<file path="config.mk">
export PLATFORM = sky130hd
export DESIGN_NAME = i2c_mem_target
export DESIGN_NICKNAME = d
export VERILOG_FILES = /design/src/rtl/i2c_mem_target.sv
export SDC_FILE = /design/constraint.sdc
export NUM_CORES = 2
export LEC_CHECK = 0
export CAP_MARGIN = 20
export CORE_ASPECT_RATIO = 1.1
export CORE_MARGIN = 3
export CORE_UTILIZATION = 35
export CTS_CLUSTER_DIAMETER = 30
export CTS_CLUSTER_SIZE = 24
export DETAILED_ROUTE_END_ITERATION = 16
export MAX_ROUTING_LAYER = met4
export PLACE_DENSITY = 0.53
export SYNTH_ARGS = -nofsm -noshare
export SYNTH_HDL_FRONTEND = slang
export SYNTH_SLANG_ARGS = --single-unit
</file>
<file path="constraint.sdc">
create_clock -name clk -period 12.35 [get_ports clk]
set_input_delay 2.47 -clock clk [delete_from_list [all_inputs] [get_ports clk]]
set_output_delay 2.47 -clock clk [all_outputs]
set_load 0.05 [all_outputs]
</file>
<file path="src/rtl/i2c_mem_target.sv">
// i2c_mem_target
//   I2C target backed by a byte array. SCL/SDA are oversampled on clk,
//   START/STOP are decoded, and the target services byte writes and
//   sequential reads through an auto-incrementing word pointer. SDA is
//   driven open-drain through SDA_oe.
// Ports
//   clk        system clock
//   Reset      synchronous active-low reset
//   SCL        bus clock from the master
//   SDA_in     bus data as seen on the wire
//   SDA_oe     1 = pull SDA low, 0 = release
//   busy       high from START until STOP, address mismatch or NACK
//   wr_strobe  one-clk pulse per committed write byte
//   wr_addr    array address of the committed byte
//   wr_data    committed byte
module i2c_mem_target #(
  parameter logic [6:0] DEV_ADDR  = 7'h50,
  parameter int         MEM_DEPTH = 256
) (
  input  logic       clk,
  input  logic       Reset,
  input  logic       SCL,
  input  logic       SDA_in,
  output logic       SDA_oe,
  output logic       busy,
  output logic       wr_strobe,
  output logic [7:0] wr_addr,
  output logic [7:0] wr_data
);

  typedef enum logic [3:0] {
    IDLE, DEV, ACK_DEV, WORD, ACK_WORD, WR_DATA, ACK_WR, RD_DATA, RD_ACK, IGNORE
  } state_t;

  state_t     state;
  logic [3:0] cnt;
  logic [7:0] sh;
  logic [7:0] ptr;
  logic       rd;
  logic [7:0] mem [MEM_DEPTH];

  // Synchronizers are deliberately not reset: after a mid-transfer reset
  // they must keep tracking the real bus so that a low SDA line is not
  // mistaken for a fresh START.
  logic scl_s1, scl_s2, scl_d;
  logic sda_s1, sda_s2, sda_d;
  logic scl_rise, scl_fall, scl_edge;
  logic start_det, stop_det;

  assign scl_rise = scl_s2 & ~scl_d;
  assign scl_fall = ~scl_s2 & scl_d;
  assign scl_edge = scl_rise | scl_fall;

  // sda_d is held while an SCL edge is processed, so a coincident SDA edge
  // is still visible (and re-evaluated) on the following clk.
  always_ff @(posedge clk) begin
    scl_s1 <= SCL;
    scl_s2 <= scl_s1;
    scl_d  <= scl_s2;
    sda_s1 <= SDA_in;
    sda_s2 <= sda_s1;
    if (!scl_edge) sda_d <= sda_s2;
  end

  assign start_det = ~scl_edge & scl_s2 &  sda_d & ~sda_s2;
  assign stop_det  = ~scl_edge & scl_s2 & ~sda_d &  sda_s2;

  logic [7:0] byte_in;
  logic [7:0] ptr_inc;
  logic [7:0] rd_byte;
  logic       wr_fire;

  assign byte_in = {sh[6:0], sda_s2};
  assign ptr_inc = (ptr == 8'(MEM_DEPTH - 1)) ? 8'd0 : ptr + 8'd1;
  assign rd_byte = mem[ptr];
  assign wr_fire = Reset && !start_det && !stop_det && (state == WR_DATA)
                   && scl_rise && (cnt == 4'd7);

  // Array is never cleared by reset.
  always_ff @(posedge clk) begin
    if (wr_fire) mem[ptr] <= byte_in;
  end

  always_ff @(posedge clk) begin
    if (!Reset) begin
      state     <= IDLE;
      cnt       <= 4'd0;
      sh        <= 8'd0;
      ptr       <= 8'd0;
      rd        <= 1'b0;
      SDA_oe    <= 1'b0;
      busy      <= 1'b0;
      wr_strobe <= 1'b0;
      wr_addr   <= 8'd0;
      wr_data   <= 8'd0;
    end else begin
      wr_strobe <= 1'b0;
      if (start_det) begin
        // pointer kept: repeated start gives a random read
        state  <= DEV;
        cnt    <= 4'd0;
        busy   <= 1'b1;
        SDA_oe <= 1'b0;
      end else if (stop_det) begin
        state  <= IDLE;
        cnt    <= 4'd0;
        busy   <= 1'b0;
        SDA_oe <= 1'b0;
      end else begin
        case (state)
          DEV, WORD, WR_DATA: begin
            if (scl_rise) begin
              sh  <= byte_in;
              cnt <= cnt + 4'd1;
              if (cnt == 4'd7) begin
                cnt <= 4'd0;
                case (state)
                  DEV: begin
                    if (byte_in[7:1] == DEV_ADDR) begin
                      state <= ACK_DEV;
                      rd    <= byte_in[0];
                    end else begin
                      state <= IGNORE;
                      busy  <= 1'b0;
                    end
                  end
                  WORD: begin
                    ptr   <= byte_in;
                    state <= ACK_WORD;
                  end
                  default: begin
                    wr_strobe <= 1'b1;
                    wr_addr   <= ptr;
                    wr_data   <= byte_in;
                    ptr       <= ptr_inc;
                    state     <= ACK_WR;
                  end
                endcase
              end
            end
          end
          // First falling edge starts the ACK bit, the second one ends it.
          ACK_DEV, ACK_WORD, ACK_WR: begin
            if (scl_fall) begin
              if (!SDA_oe) begin
                SDA_oe <= 1'b1;
              end else if (state == ACK_DEV && rd) begin
                sh     <= rd_byte;
                SDA_oe <= ~rd_byte[7];
                ptr    <= ptr_inc;
                cnt    <= 4'd0;
                state  <= RD_DATA;
              end else begin
                SDA_oe <= 1'b0;
                state  <= (state == ACK_DEV) ? WORD : WR_DATA;
              end
            end
          end
          // Bit 7 is already on the wire at entry; each falling edge
          // presents the next bit, the one after the 8th releases SDA.
          RD_DATA: begin
            if (scl_rise) begin
              cnt <= cnt + 4'd1;
            end else if (scl_fall && cnt != 4'd0) begin
              if (cnt == 4'd8) begin
                SDA_oe <= 1'b0;
                cnt    <= 4'd0;
                state  <= RD_ACK;
              end else begin
                SDA_oe <= ~sh[6];
                sh     <= {sh[6:0], 1'b0};
              end
            end
          end
          // cnt = 1 marks a master ACK waiting for the falling edge that
          // ends the ACK bit, where the next byte is loaded.
          RD_ACK: begin
            if (scl_rise) begin
              if (sda_s2) begin
                state <= IGNORE;
                busy  <= 1'b0;
              end else begin
                cnt <= 4'd1;
              end
            end else if (scl_fall && cnt == 4'd1) begin
              sh     <= rd_byte;
              SDA_oe <= ~rd_byte[7];
              ptr    <= ptr_inc;
              cnt    <= 4'd0;
              state  <= RD_DATA;
            end
          end
          default: ;
        endcase
      end
    end
  end

endmodule

</file>
==> results.json <==
{
  "final_cell_mix": "2,049 x edfxtp_1, 527 x mux4_2, 421 x clkbuf_16",
  "postCtsHoldBufs": 0,
  "ios": 23,
  "antenna_found_initial": 10,
  "htree_levels": 5,
  "ant_nets": 0,
  "relSlewSlack_pct": 21.4,
  "final_common_cell": "edfxtp_1",
  "layout_setup_ws_ns": 7.16,
  "final_nets": 4163,
  "grt_usage_pct": 20.2,
  "finalHoldViolations": 0,
  "crit_path_start_kind": "flip-flop",
  "cp_cell_sequence": "buf_4 > buf_4 > mux4_2 > a22o_1 > a221oi_1 > o22ai_1 > nor4_1 > a211o_1 > o31ai_1",
  "place_ws_ns": 6.73,
  "grt_pass1_vias": 43000,
  "die_y_um": 513,
  "fin_crit_ns": 5.19,
  "clk_path_buf_depth": 4,
  "fillers": 19700,
  "leakagePower_nw": 31.6,
  "routed_wl_um": 235000,
  "worst_path_most_repeated_cell": "buf_4",
  "syn_to_final_growth_pct": 21.7,
  "post_drt_via_cell_ratio": 5.54,
  "worst_slew_pin_slew_ns": 1.18,
  "synth_edf_count": 2049,
  "wl_per_cell_um": 31.0,
  "drive_above_1_share_pct": 30.4,
  "crit_arrival_ns": 5.98,
  "synth_area_um2": 81800,
  "core-area_um2": 232000,
  "synth_cells": 3854,
  "vias": 42000,
  "post-route-drc-count": 0,
  "fin_worst_skew_ns": 0.0895,
  "final_area_um2": 99500,
  "cts_resized": 0,
  "path_class": "flip-flop to flip-flop",
  "intPower_mw": 15.5,
  "rsz0062_at_grt": "no",
  "ys_seq_area_share_pct": 76.6,
  "setup_violations": 0,
  "synth_nets": 3868,
  "maxCapViolCount": 0,
  "crit_fanout": 37,
  "ys.flop_type": "edfxtp_1",
  "grt_overflow": 0,
  "portBuffers": 22,
  "setup_tns_ns": 0,
  "place_congestion": 0.862,
  "grt_max_degree": 162,
  "cp.required_ns": 13.14,
  "final_max_slew_viol_count": 0,
  "status": "completed",
  "grt_pass1_wl_um": 335000,
  "max_stage_delay_ns": 0.85,
  "p_switching_mw": 4.37,
  "finalPower_mw": 19.9,
  "start_util_pct": 35.3,
  "end_kind": "flip-flop",
  "clock.fmax_ghz": 0.193,
  "clock_sinks": 2105,
  "place_area_um2": 85400,
  "cts-root-buf": "clkbuf_16",
  "cts_buffers": 416,
  "drt_iter0_markers": 5262,
  "dr.pass1.iters": 6,
  "p_comb_share_pct": 4.3,
  "synth-seq-cells": 2105,
  "power_density_nw_per_um2": 200,
  "clockPowerShare_pct": 56.2,
  "place_hpwl_um": 140000,
  "clkLatencyLatePin_ns": 0.96,
  "min_path_type": "flip-flop to flip-flop",
  "ir_drop_uv": 134,
  "p_seq_share_pct": 39.5,
  "fp-row-count": 185,
  "clkTransAtPathRegs_ns": 0.06,
  "die_x_um": 467,
  "async_flop_share_pct": 0,
  "tritoncts": "built",
  "syn_area_per_cell_um2": 21.2,
  "die-area_um2": 239000,
  "ys_types": 70,
  "switching_share_pct": 22.0,
  "cts_setup_buffers": 0,
  "cp_slowest_cell": "nor4_1",
  "ys_warn_count": 0,
  "period_share_pct": 42.0
}
-- cell families after synthesis --
kind of cell / count (synthesis) / synth area share [%]
AND/OR/NAND/NOR: 522 / 2.88
AO/OA/AOI/OAI: 387 / 3.40
XOR/XNOR: 2 / 0.0214
buffers and inverters: 248 / 1.75
multiplexers: 580 / 15.2
adder cells (fa/ha/maj): 10 / 0.153
flip-flops: 2105 / 76.6
-- flip-flops by register name, indices dropped and copies added (netlist names), 4 cells and up, named ones only --
| name | flops |
|---|---|
| cnt | 4 |
| mem | 2048 |
| ptr | 8 |
| sh | 7 |
| state | 4 |
| wr_addr | 8 |
| wr_data | 8 |
-- cells in the mapped netlist (5+ instances only) --
library cell  number  share of area [%]
nand3_1           14              0.086
a21o_1             5              0.046
buf_6             35               0.48
nor2_1           306                1.4
a221oi_1          47               0.50
a22o_1            44               0.47
buf_2             70               0.43
nor2b_1           33               0.25
edfxtp_1        2049                 75
nand2b_1          12              0.092
o22ai_1           31               0.24
nand2_1           70               0.32
buf_4             30               0.28
a211oi_1          20               0.18
buf_1              9              0.041
o21ai_0           32               0.20
mux4_2           527                 15
a22oi_1          101               0.93
inv_1             12              0.055
or3_1              6              0.046
or2_2              6              0.046
a21oi_1           64               0.39
dfxtp_1           56                1.4
a31oi_1            6              0.046
and3_1            10              0.077
clkbuf_1          86               0.39
nor3_1            19               0.12
o41ai_1            5              0.054
ha_1              10               0.15
nor4_1            16               0.12
mux2i_1           49               0.60
and2_1             6              0.046
-- final cells by class --
type,instances,area [µm²],share of cell area [%]
Antenna cell,5,12.5,0.0126
Clock buffer,455,10700,10.7
Clock inverter,301,3360,3.38
Inverter,15,57.6,0.0579
Multi-Input combinational cell,1501,17800,17.9
Sequential cell,2105,62700,63.0
Tap cell,3085,3860,3.88
Timing Repair Buffer,110,1010,1.02
-- through the flow --
| stage | cells | hold slack [ns] | util, % |
|---|---|---|---|
| after floorplan | 3854 | 0.310 | - |
| final | 7577 | 0.332 | 42.9 |
| after global routing | 7577 | 0.334 | 42.9 |
| after CTS | 7570 | 0.334 | 42.9 |
| after detailed placement | 6814 | 0.319 | 36.8 |
| after global placement | 6812 | 0.314 | 36.8 |
-- path summary, 6_finish.rpt --
path / start / cells after the start / slack (ns) / endpoint
worst min register to register: sda_s1$_DFF_P_ / 0 / 0.33 / sda_s2$_DFF_P_
worst min-delay path: sda_s1$_DFF_P_ / 0 / 0.33 / sda_s2$_DFF_P_
worst max-delay path: flip-flop / 9 / 7.16 / sh[6]$_SDFFE_PN0P_
worst max register to register: flip-flop / 9 / 7.16 / sh[6]$_SDFFE_PN0P_
-- power by group through the flow --
stage          clock network (mW)  registers (mW)  logic [mW]
2_1_floorplan                   0            7.99       0.618
3_3_place_gp                    0            7.98       0.853
3_5_place_dp                    0            7.98       0.853
4_1_cts                      11.3            7.85       0.854
5_1_grt                      11.7            7.84       0.896
6_report                     11.2            7.85       0.844
-- critical path: cells and delay by family (launching register included) --
family | cells | cell delay, ns
buffers and inverters | 2 | 1.38
multiplexers | 1 | 0.63
AO/OA/AOI/OAI | 5 | 1.26
flip-flops | 1 | 0.80
AND/OR/NAND/NOR | 1 | 0.85
-- routing by layer --
metal	vias up	track usage [%]	part of all wire, %
met3	428	4.54	8.6
met2	2141	30.4	47
met4	0	7.34	3.4
met5	-	-	0
met1	22400	26.9	41
li1	17000	-	-
(Power assumes the default switching activity.)
